<file path="src/rtl/alu_pkg.sv">
// rtl/alu_pkg.sv - ALU op encodings, RV32I opcodes and decoded-entry type shared by decoder and ALU
package alu_pkg;

  typedef enum logic [5:0] {
    ALU_ADD  = 6'b000000,
    ALU_SLL  = 6'b000001,
    ALU_SLT  = 6'b000010,
    ALU_SLTU = 6'b000011,
    ALU_XOR  = 6'b000100,
    ALU_SRL  = 6'b000101,
    ALU_SRA  = 6'b000110,
    ALU_OR   = 6'b000111,
    ALU_AND  = 6'b001000,
    ALU_JALR = 6'b001001,
    ALU_SUB  = 6'b001010
  } alu_op_e;

  localparam logic [6:0] OPC_OP_IMM = 7'b0010011;
  localparam logic [6:0] OPC_OP     = 7'b0110011;
  localparam logic [6:0] OPC_LUI    = 7'b0110111;
  localparam logic [6:0] OPC_AUIPC  = 7'b0010111;
  localparam logic [6:0] OPC_JALR   = 7'b1100111;

  localparam logic [6:0] F7_BASE = 7'b0000000;
  localparam logic [6:0] F7_ALT  = 7'b0100000;

  typedef struct packed {
    alu_op_e     op;
    logic [31:0] a;
    logic [31:0] b;
    logic [4:0]  rd;
    logic        we;
    logic        illegal;
  } dec_entry_t;

  // Base-encoding funct3 mapping; shift-right variant is resolved by the caller.
  function automatic alu_op_e funct3_op(input logic [2:0] f3);
    case (f3)
      3'b000:  return ALU_ADD;
      3'b001:  return ALU_SLL;
      3'b010:  return ALU_SLT;
      3'b011:  return ALU_SLTU;
      3'b100:  return ALU_XOR;
      3'b101:  return ALU_SRL;
      3'b110:  return ALU_OR;
      default: return ALU_AND;
    endcase
  endfunction

endpackage

</file>
<file path="src/rtl/alu_op_decode_comb.sv">
// rtl/alu_op_decode_comb.sv - combinational RV32I to ALU-entry decode
module alu_op_decode_comb
  import alu_pkg::*;
(
  input  logic [31:0] i_instr,
  input  logic [31:0] i_pc,
  input  logic [31:0] i_rs1,
  input  logic [31:0] i_rs2,
  output dec_entry_t  o_entry
);

  logic [6:0]  w_opcode;
  logic [2:0]  w_funct3;
  logic [6:0]  w_funct7;
  logic [31:0] w_imm_i;
  logic [31:0] w_imm_u;
  logic [31:0] w_shamt;
  alu_op_e     w_op;
  logic [31:0] w_a;
  logic [31:0] w_b;
  logic        w_bad;

  assign w_opcode = i_instr[6:0];
  assign w_funct3 = i_instr[14:12];
  assign w_funct7 = i_instr[31:25];
  assign w_imm_i  = {{20{i_instr[31]}}, i_instr[31:20]};
  assign w_imm_u  = {i_instr[31:12], 12'b0};
  assign w_shamt  = {27'b0, i_instr[24:20]};

  always_comb begin
    w_op  = ALU_ADD;
    w_a   = '0;
    w_b   = '0;
    w_bad = 1'b0;
    case (w_opcode)
      OPC_OP_IMM: begin
        w_a  = i_rs1;
        w_b  = w_imm_i;
        w_op = funct3_op(w_funct3);
        if (w_funct3 == 3'b001) begin
          w_b   = w_shamt;
          w_bad = (w_funct7 != F7_BASE);
        end else if (w_funct3 == 3'b101) begin
          w_b = w_shamt;
          if (w_funct7 == F7_ALT)       w_op  = ALU_SRA;
          else if (w_funct7 != F7_BASE) w_bad = 1'b1;
        end
      end
      OPC_OP: begin
        w_a = i_rs1;
        w_b = i_rs2;
        if (w_funct7 == F7_BASE)                           w_op  = funct3_op(w_funct3);
        else if (w_funct7 == F7_ALT && w_funct3 == 3'b000) w_op  = ALU_SUB;
        else if (w_funct7 == F7_ALT && w_funct3 == 3'b101) w_op  = ALU_SRA;
        else                                               w_bad = 1'b1;
      end
      OPC_LUI: begin
        w_b = w_imm_u;
      end
      OPC_AUIPC: begin
        w_a = i_pc;
        w_b = w_imm_u;
      end
      OPC_JALR: begin
        if (w_funct3 == 3'b000) begin
          w_op = ALU_JALR;
          w_a  = i_rs1;
          w_b  = w_imm_i;
        end else begin
          w_bad = 1'b1;
        end
      end
      default: w_bad = 1'b1;
    endcase
    // Illegal encodings present a neutral ADD 0,0 so the ALU never sees garbage.
    if (w_bad) begin
      w_op = ALU_ADD;
      w_a  = '0;
      w_b  = '0;
    end
  end

  assign o_entry = '{
    op:      w_op,
    a:       w_a,
    b:       w_b,
    rd:      i_instr[11:7],
    we:      !w_bad && (i_instr[11:7] != 5'd0),
    illegal: w_bad
  };

endmodule

</file>
<file path="src/rtl/alu_op_decoder.sv">
// rtl/alu_op_decoder.sv - RV32I ALU op decoder with 2-entry registered skid buffer
module alu_op_decoder
  import alu_pkg::*;
(
  input  logic        clk_i,
  input  logic        dec_rst_i,
  input  logic        in_valid_i,
  output logic        in_ready_o,
  input  logic [31:0] instr_i,
  input  logic [31:0] pc_i,
  input  logic [31:0] rs1_data_i,
  input  logic [31:0] rs2_data_i,
  input  logic        flush_i,
  output logic        out_valid_o,
  input  logic        out_ready_i,
  output logic [5:0]  ALUop_o,
  output logic [31:0] operand_A_o,
  output logic [31:0] operand_B_o,
  output logic [4:0]  rd_o,
  output logic        rd_we_o,
  output logic        illegal_o
);

  typedef enum logic [1:0] {ST_EMPTY, ST_ONE, ST_TWO} state_e;

  state_e     r_state;
  logic       r_in_ready;
  logic       r_out_valid;
  dec_entry_t r_head;
  dec_entry_t r_skid;
  dec_entry_t w_dec;
  logic       w_accept;
  logic       w_drain;

  alu_op_decode_comb u_decode (
    .i_instr (instr_i),
    .i_pc    (pc_i),
    .i_rs1   (rs1_data_i),
    .i_rs2   (rs2_data_i),
    .o_entry (w_dec)
  );

  assign w_accept = in_valid_i && r_in_ready;
  assign w_drain  = r_out_valid && out_ready_i;

  // r_head drives the outputs; r_skid catches the one beat accepted while the head stalls.
  always_ff @(posedge clk_i or negedge dec_rst_i) begin
    if (!dec_rst_i) begin
      r_state     <= ST_EMPTY;
      r_in_ready  <= 1'b0;
      r_out_valid <= 1'b0;
      r_head      <= '0;
      r_skid      <= '0;
    end else if (flush_i) begin
      r_state     <= ST_EMPTY;
      r_in_ready  <= 1'b1;
      r_out_valid <= 1'b0;
    end else begin
      case (r_state)
        ST_EMPTY: begin
          r_in_ready <= 1'b1;
          if (w_accept) begin
            r_head      <= w_dec;
            r_out_valid <= 1'b1;
            r_state     <= ST_ONE;
          end
        end
        ST_ONE: begin
          case ({w_accept, w_drain})
            2'b10: begin
              r_skid     <= w_dec;
              r_in_ready <= 1'b0;
              r_state    <= ST_TWO;
            end
            2'b01: begin
              r_out_valid <= 1'b0;
              r_state     <= ST_EMPTY;
            end
            2'b11:   r_head <= w_dec;
            default: ;
          endcase
        end
        ST_TWO: begin
          if (w_drain) begin
            r_head     <= r_skid;
            r_in_ready <= 1'b1;
            r_state    <= ST_ONE;
          end
        end
        default: begin
          r_state     <= ST_EMPTY;
          r_in_ready  <= 1'b1;
          r_out_valid <= 1'b0;
        end
      endcase
    end
  end

  assign in_ready_o  = r_in_ready;
  assign out_valid_o = r_out_valid;
  assign ALUop_o     = r_head.op;
  assign operand_A_o = r_head.a;
  assign operand_B_o = r_head.b;
  assign rd_o        = r_head.rd;
  assign rd_we_o     = r_head.we;
  assign illegal_o   = r_head.illegal;

endmodule

</file>
<file path="config.mk">
export PLATFORM = sky130hd
export DESIGN_NAME = alu_op_decoder
export DESIGN_NICKNAME = d
export VERILOG_FILES = /design/src/rtl/alu_pkg.sv /design/src/rtl/alu_op_decode_comb.sv /design/src/rtl/alu_op_decoder.sv
export SDC_FILE = /design/constraint.sdc
export NUM_CORES = 1
export LEC_CHECK = 0
export BUFFER_PORTS_ARGS = -buffer_cell sky130_fd_sc_hd__buf_2
export CAP_MARGIN = 5
export CORE_MARGIN = 4
export CORE_UTILIZATION = 58
export DETAILED_ROUTE_END_ITERATION = 6
export GPL_ROUTABILITY_DRIVEN = 0
export PLACE_DENSITY = 0.84
export SYNTH_ARGS = -nofsm -noshare
export SYNTH_HDL_FRONTEND = slang
export SYNTH_SLANG_ARGS = --single-unit
export TNS_END_PERCENT = 100
</file>
<file path="constraint.sdc">
create_clock -name clk_i -period 4 [get_ports clk_i]
set_input_delay 0 -clock clk_i [delete_from_list [all_inputs] [get_ports clk_i]]
set_output_delay 0 -clock clk_i [all_outputs]
set_load 0.05 [all_outputs]
</file>
==> results of run 1 <==
==> state kept, by name, indices dropped and copies added, names as in the netlist <==
name / flops
rd_we_o: 1
illegal_o: 1
r_skid: 75
ALUop_o: 4
operand_B_o: 32
in_ready_o: 1
r_state: 2
operand_A_o: 32
out_valid_o: 1
rd_o: 5
==> metrics by stage <==
step / instances / area (sq um)
after floorplan: 768 / 8630
after global placement: 1094 / 9640
after detailed placement: 1094 / 9640
after CTS: 1212 / 11200
after global routing: 1213 / 11200
final: 1214 / 11200
==> area by class of cell <==
type / count / area (sq um)
diodes: 1 / 2.50
clock buffers: 19 / 453
clock inverters: 13 / 215
fillers: 899 / 3350
multi-input cells: 536 / 4390
flip-flops and latches: 154 / 3850
well taps: 184 / 230
repair buffers: 307 / 2040
==> synthesized netlist by cell type (11+ instances only) <==
cell type,number,area (sq um)
a21oi_1,11,55.1
a221oi_1,20,175
a22oi_1,41,308
and2_1,67,419
buf_2,17,85.1
buf_6,12,135
clkbuf_1,39,146
dfrtp_1,154,3850
mux2i_1,65,651
nand2_1,95,357
nor2_1,16,60.1
o31ai_1,22,165
o31ai_2,77,963
o41ai_2,25,407
==> worst max path at each step <==
stage                                       start                           to  slack (ps)  cells past startpoint
final                      in_ready_o$_DFFE_PN0P_  operand_B_o[29]$_DFFE_PN0P_        1410                      6
after global placement     in_ready_o$_DFFE_PN0P_  operand_A_o[24]$_DFFE_PN0P_        1550                      6
after detailed placement   in_ready_o$_DFFE_PN0P_  operand_B_o[24]$_DFFE_PN0P_        1480                      6
after global routing       in_ready_o$_DFFE_PN0P_  operand_A_o[23]$_DFFE_PN0P_        1260                      6
after floorplan           out_valid_o$_DFFE_PN0P_        r_skid[1]$_DFFE_PN0P_        1740                      7
after CTS                  in_ready_o$_DFFE_PN0P_  operand_B_o[29]$_DFFE_PN0P_        1410                      6
==> routing by layer <==
layer / vias up / track usage
li1: 3387 / -
met1: 3739 / 0.383
met2: 366 / 0.486
met3: 95 / 0.0712
met4: 0 / 0.128
met5: - / 0
==> power groups by stage <==
stage	sequential [W]	combinational [W]	clock (W)
2_1_floorplan	0.00176	0.000244	0
3_3_place_gp	0.00167	0.000528	0
3_5_place_dp	0.00167	0.000532	0
4_1_cts	0.00164	0.000580	0.00184
5_1_grt	0.00165	0.000631	0.00191
6_report	0.00164	0.000589	0.00184
==> worst max-delay path: cells and delay by family, from the launching register on <==
kind                   cells  cell delay [ps]
buffers and inverters      1              340
DFF                        1              420
and+or+nand+nor            2              530
muxes                      1              300
AOI/OAI and AO/OA          2              790
==> cell families (layout without fill, tap and decap cells) <==
kind of cell / count (synthesis) / after routing
AOI/OAI and AO/OA: 240 / 240
and+or+nand+nor: 222 / 222
DFF: 154 / 154
buffers and inverters: 78 / 339
muxes: 71 / 71
other: 1 / 3
xor gates and xnor gates: 1 / 1
==> flow_metrics.tcl, run 1 <==
set metrics [dict create \
    reg2reg_to "operand_B_o[29]$_DFFE_PN0P_" \
    p_seq_frac 0.404 \
    synthXorXnorAreaFrac 0.00102 \
    dpl.hpwl_mm 14.4 \
    hold_slack_ps 3.09 \
    grt_setup_unrepaired "no" \
    p_clk_frac 0.452 \
    cts_sinks 154 \
    grt-ovfl-total 0 \
    synth.distinct_cells 62 \
    synth_compound_area_frac 0.281 \
    whs_endpoint "r_skid[73]$_DFFE_PN0P_" \
    cts_resized 0 \
    synth_edf_count 0 \
    rr_worst_depth 6 \
    r2r_setup_slack_ps 1410 \
    layout_commonest_cell "buf_2" \
    fmax_ghz 0.387 \
    final_cell_mix "208 x buf_2, 154 x dfrtp_1, 95 x nand2_1" \
    hold_start "instr_i[14]" \
    yosys_warnings 0 \
    finalCritPeriodShare 0.647 \
    setup_viol 0 \
    power_w 0.00407 \
    cp_slowest_cell "a21oi_4" \
    wl_met3_mm 1.68 \
    tns_ps 0 \
    worst_slew_pin_slew_ps 1330 \
    cts_root_buf "clkbuf_16" \
    gr-usage-all-layers 0.298 \
    post_synth.cell_area_avg_sq_um 11.2 \
    core_area_sq_um 14500 \
    skew_ps 11.7 \
    area_growth_pct 29.7 \
    syn_area_sq_um 8620 \
    start_util 0.593 \
    internal_power_w 0.00296 \
    ys_ff_latch 154 \
    required_ps 4260 \
    holdPathStages 3 \
    die_x_um 130 \
    vias 7587 \
    clock_latency_ps 430 \
    cts_made_buffers 17 \
    first_pass_iters 5 \
    crit_arrival_ps 2850 \
    top_layer_used "met4" \
    path_cells "nand2_1 > or3_1 > a21oi_4 > buf_12 > mux2i_1 > o31ai_2" \
    rows 44 \
    ir_worst_vdd_v 0.000310 \
    combPwrFrac 0.145 \
    p_switching_w 0.00111 \
    maxCapViolCount 0 \
    yosys_most_used_dff "dfrtp_1" \
    clk_pin_slew_ps 70 \
    cts_setup_buffers 0 \
    synthMuxAreaShare 0.0833 \
    die_area_sq_um 16900 \
    fin_ws_ps 1410 \
    synth-simple-area-share 0.138 \
    route.detailed.drc 0 \
    drt-total-wl_mm 25.1 \
    total_leakage_power_nw 4.96 \
    hold_viol_final 0 \
    postSynth.asyncResetShare 1.00 \
    status "finished, final reports clean" \
    synth_top_family_by_area "compound AO/OA/AOI/OAI gates" \
    reg2reg_from "in_ready_o$_DFFE_PN0P_" \
    die_y_um 130 \
    layout.nets 1149 \
    port_buffers 209 \
    m1WireLength_mm 9.93 \
    drtIter0Drc 657 \
    cts_max_path_buffers 2 \
    cp-end-kind "flop" \
    grt_start_max_net_pins 132 \
    cts-htree-levels 4 \
    grt_pass1_vias 7643 \
    cp_slowest_stage_delay_ps 680 \
    min_period_ps 2590 \
    syn_inst 767 \
    wl_met2_mm 12.5 \
    ioPinCount 212 \
    grt_pass1_wl_mm 39.7 \
    synthAdderAreaFrac 0 \
    startpoint_type "flop" \
    drv_slew 0 \
    drive_gt1_frac 0.365 \
    power.density_nw_per_um2 364 \
    path_class "reg -> reg" \
    hold_buffers 86 \
    power.share.switching 0.272 \
    antenna_found_initial 0 \
    wl_per_cell_um 20.7 \
    post-route-util 0.769 \
    slew_headroom 0.109 \
    ys_seq_area_frac 0.447 \
    place_ws_ps 1480 \
    hp-class "in -> reg" \
    cts_tree "done" \
    crit_fanout 35 \
    ant_nets 0 \
    routed_via_density 6.25 \
]
(Power assumes the default switching activity.)
==> run 2, diff against run 1 <==
Settings changed: CORE_UTILIZATION 58 to 49, PLACE_DENSITY 0.84 to 0.75.
Clock period 4 ns to 2.32 ns, I/O delays scaled along.
==> flow_metrics.tcl, run 2 (synthesized netlist as in run 1, its figures left out) <==
set metrics [dict create \
    min_period_ps 2180 \
    drv_slew 0 \
    drt-total-wl_mm 24.9 \
    dpl.hpwl_mm 15.2 \
    n_fill_cell 1273 \
    vias 7565 \
    die_y_um 141 \
    wl_per_cell_um 19.3 \
    final_cell_mix "208 x buf_2, 154 x dfrtp_1, 107 x dlygate4sd3_1" \
    cts_tree "done" \
    fin_cells 1288 \
    hold_slack_ps 9.04 \
    crit_arrival_ps 2460 \
    path_class "reg -> reg" \
    setup_viol 0 \
    status "finished, final reports clean" \
    clk_pin_slew_ps 60 \
    placed_cells 1149 \
    clock_latency_ps 420 \
    grt_pass1_vias 7510 \
    top_register "r_skid" \
    grt_start_max_net_pins 109 \
    core_area_sq_um 17300 \
    cts_max_path_buffers 2 \
    port_buffers 209 \
    hp-class "in -> reg" \
    antenna_found_initial 0 \
    slew_headroom 0.489 \
    skew_ps 7.06 \
    ant_nets 0 \
    p_clk_frac 0.415 \
    crit_fanout 49 \
    cts_setup_buffers 0 \
    route.detailed.drc 0 \
    cts_root_buf "clkbuf_16" \
    p_switching_w 0.00184 \
    total_leakage_power_nw 5.12 \
    maxCapViolCount 0 \
    grt-ovfl-total 0 \
    fmax_ghz 0.460 \
    rows 48 \
    largest_reg_flops 75 \
    die_x_um 141 \
    ioPinCount 212 \
    p_seq_frac 0.425 \
    combPwrFrac 0.160 \
    placed_area_sq_um 9900 \
    design_area_sq_um 11600 \
    internal_power_w 0.00483 \
    die_area_sq_um 19800 \
    cts-htree-levels 4 \
    ir_worst_vdd_v 0.000541 \
    area_growth_pct 34.1 \
    layout_commonest_cell "buf_2" \
    start_util 0.499 \
    first_pass_iters 6 \
    required_ps 2610 \
    gr-usage-all-layers 0.252 \
    power.share.switching 0.276 \
    routed_via_density 5.87 \
    layout.nets 1183 \
    hold_viol_final 0 \
    power.density_nw_per_um2 577 \
    drive_gt1_frac 0.366 \
    finalCritPeriodShare 0.938 \
    tns_ps 0 \
    cp-end-kind "flop" \
    startpoint_type "flop" \
    worst_slew_pin_slew_ps 767 \
    cts_made_buffers 17 \
    cts_sinks 154 \
    drtIter0Drc 577 \
    grt_setup_unrepaired "no" \
    grt_pass1_wl_mm 40.1 \
]
-- run 2: cell count changes in the layout (fill, tap and decap cells not counted), sizes merged --
cell	previous run	this run
clkbuf	19	20
clkinvlp	3	2
bufinv	5	2
buf	220	234
clkinv	3	7
inv	2	0
dlygate4sd3	87	107
-- run 2: worst paths after layout --
path | start | to | slack, ps | depth (start not counted)
worst max-delay path | in_ready_o$_DFFE_PN0P_ | operand_B_o[18]$_DFFE_PN0P_ | 140 | 6
worst min-delay path | pc_i[13] | r_skid[52]$_DFFE_PN0P_ | 9 | 3
worst max register to register | in_ready_o$_DFFE_PN0P_ | operand_B_o[18]$_DFFE_PN0P_ | 140 | 6
worst min register to register | r_skid[33]$_DFFE_PN0P_ | r_skid[33]$_DFFE_PN0P_ | 470 | 2
max in group asynchronous | dec_rst_i | out_valid_o$_DFFE_PN0P_ | 1460 | 3
min in group asynchronous | dec_rst_i | operand_A_o[31]$_DFFE_PN0P_ | 130 | 2
-- run 2: power groups by stage --
stage	Clock [W]	Combinational [W]	Sequential, W
after floorplan	0	0.000420	0.00304
after global placement	0	0.000950	0.00288
after detailed placement	0	0.000961	0.00288
after CTS	0.00280	0.00107	0.00283
after global routing	0.00293	0.00114	0.00285
final	0.00277	0.00107	0.00283
-- run 2: cell type report --
cell class,count,area (sq um),area share
Antenna cell,1,2.50,0.000216
Clock buffer,20,467,0.0404
Multi-Input combinational cell,536,4390,0.379
Timing Repair Buffer,341,2450,0.212
Tap cell,225,282,0.0244
Clock inverter,11,121,0.0105
Sequential cell,154,3850,0.333
-- run 2: routing by layer --
| metal | track usage | vias up | part of all wire |
|---|---|---|---|
| li1 | - | 3460 | - |
| met4 | 0.0938 | 0 | 0.029 |
| met3 | 0.0438 | 65 | 0.061 |
| met2 | 0.416 | 345 | 0.50 |
| met5 | 0 | - | 0 |
| met1 | 0.333 | 3695 | 0.41 |
-- run 2: repair_timing --
item	CTS	global route
endpoints found under the hold margin	143	0
gates resized for setup	0	0
hold buffers	107	0
-- run 2: critical path: stages, from the launching register on --
cell	delay, ps
dfrtp_1	440
nand2_1	150
or3_1	400
a21oi_4	260
buf_12	340
mux2i_1	310
o31ai_2	110
-- run 2: stage by stage --
stage	utilization	setup slack, ps	total power, W
after global routing	0.668	47.2	0.00692
after floorplan	-	60.8	0.00346
after detailed placement	0.572	211	0.00384
after global placement	0.572	263	0.00383
final	0.668	145	0.00667
after CTS	0.668	196	0.00670
==> run 3, diff against run 2 <==
Settings changed: CORE_ASPECT_RATIO set to 1.5.
==> flow_metrics.tcl, run 3 (synthesized netlist as in run 1, its figures left out) <==
set metrics [dict create \
    grt_pass1_vias 7377 \
    cts_setup_buffers 0 \
    cts-htree-levels 4 \
    holdPathStages 3 \
    die_area_sq_um 19800 \
    fin_cells 1255 \
    reg2reg_to "r_skid[23]$_DFFE_PN0P_" \
    reg2reg_from "out_valid_o$_DFFE_PN0P_" \
    crit_fanout 64 \
    clock_latency_ps 420 \
    cts_tree "done" \
    antenna_found_initial 0 \
    whs_endpoint "r_skid[42]$_DFFE_PN0P_" \
    clk_pin_slew_ps 70 \
    first_pass_iters 5 \
    grt_setup_unrepaired "no" \
    slew_headroom 0.449 \
    die_y_um 170 \
    min_period_ps 2070 \
    fmax_ghz 0.483 \
    gr-usage-all-layers 0.244 \
    finalCritPeriodShare 0.892 \
    cts_root_buf "clkbuf_16" \
    hold_start "pc_i[3]" \
    cts_resized 0 \
    dpl.hpwl_mm 15.4 \
    skew_ps 12.0 \
    vias 7198 \
    cp-end-kind "flop" \
    r2r_setup_slack_ps 250 \
    final_cell_mix "208 x buf_2, 154 x dfrtp_1, 95 x nand2_1" \
    hp-class "in -> reg" \
    status "finished, final reports clean" \
    rows 59 \
    hold_buffers 88 \
    crit_arrival_ps 2380 \
    ant_nets 0 \
    cts_max_path_buffers 2 \
    start_util 0.497 \
    placed_cells 1136 \
    setup_viol 0 \
    route.detailed.drc 0 \
    required_ps 2630 \
    grt-ovfl-total 0 \
    drv_slew 0 \
    cts_made_buffers 17 \
    hold_viol_final 0 \
    drtIter0Drc 436 \
    port_buffers 209 \
    die_x_um 116 \
    largest_reg_flops 75 \
    total_leakage_power_nw 5.03 \
    cts_sinks 154 \
    layout_commonest_cell "buf_2" \
    core_area_sq_um 17300 \
    startpoint_type "flop" \
    drt-total-wl_mm 24.0 \
    power.density_nw_per_um2 579 \
    ioPinCount 212 \
    diodes 0 \
    drive_gt1_frac 0.372 \
    path_class "reg -> reg" \
    wl_per_cell_um 19.1 \
    ir_worst_vdd_v 0.000402 \
    top_register "r_skid" \
    area_growth_pct 31.0 \
    worst_slew_pin_slew_ps 826 \
    maxCapViolCount 0 \
    rr_worst_depth 4 \
    grt_pass1_wl_mm 38.2 \
    tns_ps 0 \
    grt_start_max_net_pins 109 \
    routed_via_density 5.74 \
    layout.nets 1163 \
]
run 3: area by class of cell:
cell class	instances	area (sq um)
sequential	154	3850
multi-input combinational	536	4390
clock buffer	18	439
tap	213	267
fill	1358	6050
clock inverter	13	125
timing repair buffer	321	2230
run 3: critical path: stages (launching register included):
cell,delay (ps)
dfrtp_1,420
and2_1,220
or4_4,700
buf_12,280
o31ai_1,310
run 3: through the flow:
step	hold WS [ps]	instance area (sq um)	util	setup WS, ps	power, W
floorplan	-296	8630	-	60.8	0.00346
global placement	-186	9850	0.568	310	0.00382
detailed placement	-183	9850	0.568	239	0.00384
CTS	0.369	11300	0.651	254	0.00661
global route	1.44	11300	0.651	95.1	0.00680
finish	6.09	11300	0.651	251	0.00654
run 3: worst max-delay path by stage:
| stage | from | end | slack (ps) | depth (start not counted) |
|---|---|---|---|---|
| 3_3_place_gp | in_ready_o$_DFFE_PN0P_ | operand_B_o[25]$_DFFE_PN0P_ | 310 | 6 |
| 4_1_cts | in_ready_o$_DFFE_PN0P_ | operand_B_o[25]$_DFFE_PN0P_ | 250 | 6 |
| 6_report | out_valid_o$_DFFE_PN0P_ | r_skid[23]$_DFFE_PN0P_ | 250 | 4 |
| 3_5_place_dp | instr_i[26] | operand_A_o[11]$_DFFE_PN0P_ | 240 | 7 |
| 2_1_floorplan | out_valid_o$_DFFE_PN0P_ | r_skid[1]$_DFFE_PN0P_ | 60 | 7 |
| 5_1_grt | in_ready_o$_DFFE_PN0P_ | operand_A_o[19]$_DFFE_PN0P_ | 100 | 6 |
run 3: power by group:
group / switching, W / internal [W] / total (W)
registers: 0.0000527 / 0.00278 / 0.00283
logic: 0.000663 / 0.000376 / 0.00104
clock network: 0.00122 / 0.00145 / 0.00267
total: 0.00194 / 0.00460 / 0.00654
run 3: routing by layer:
metal	track usage	part of all wire	vias up
li1	-	-	3420
met1	0.301	0.40	3489
met2	0.416	0.51	242
met3	0.0416	0.051	47
met4	0.107	0.040	0
met5	0	0	-
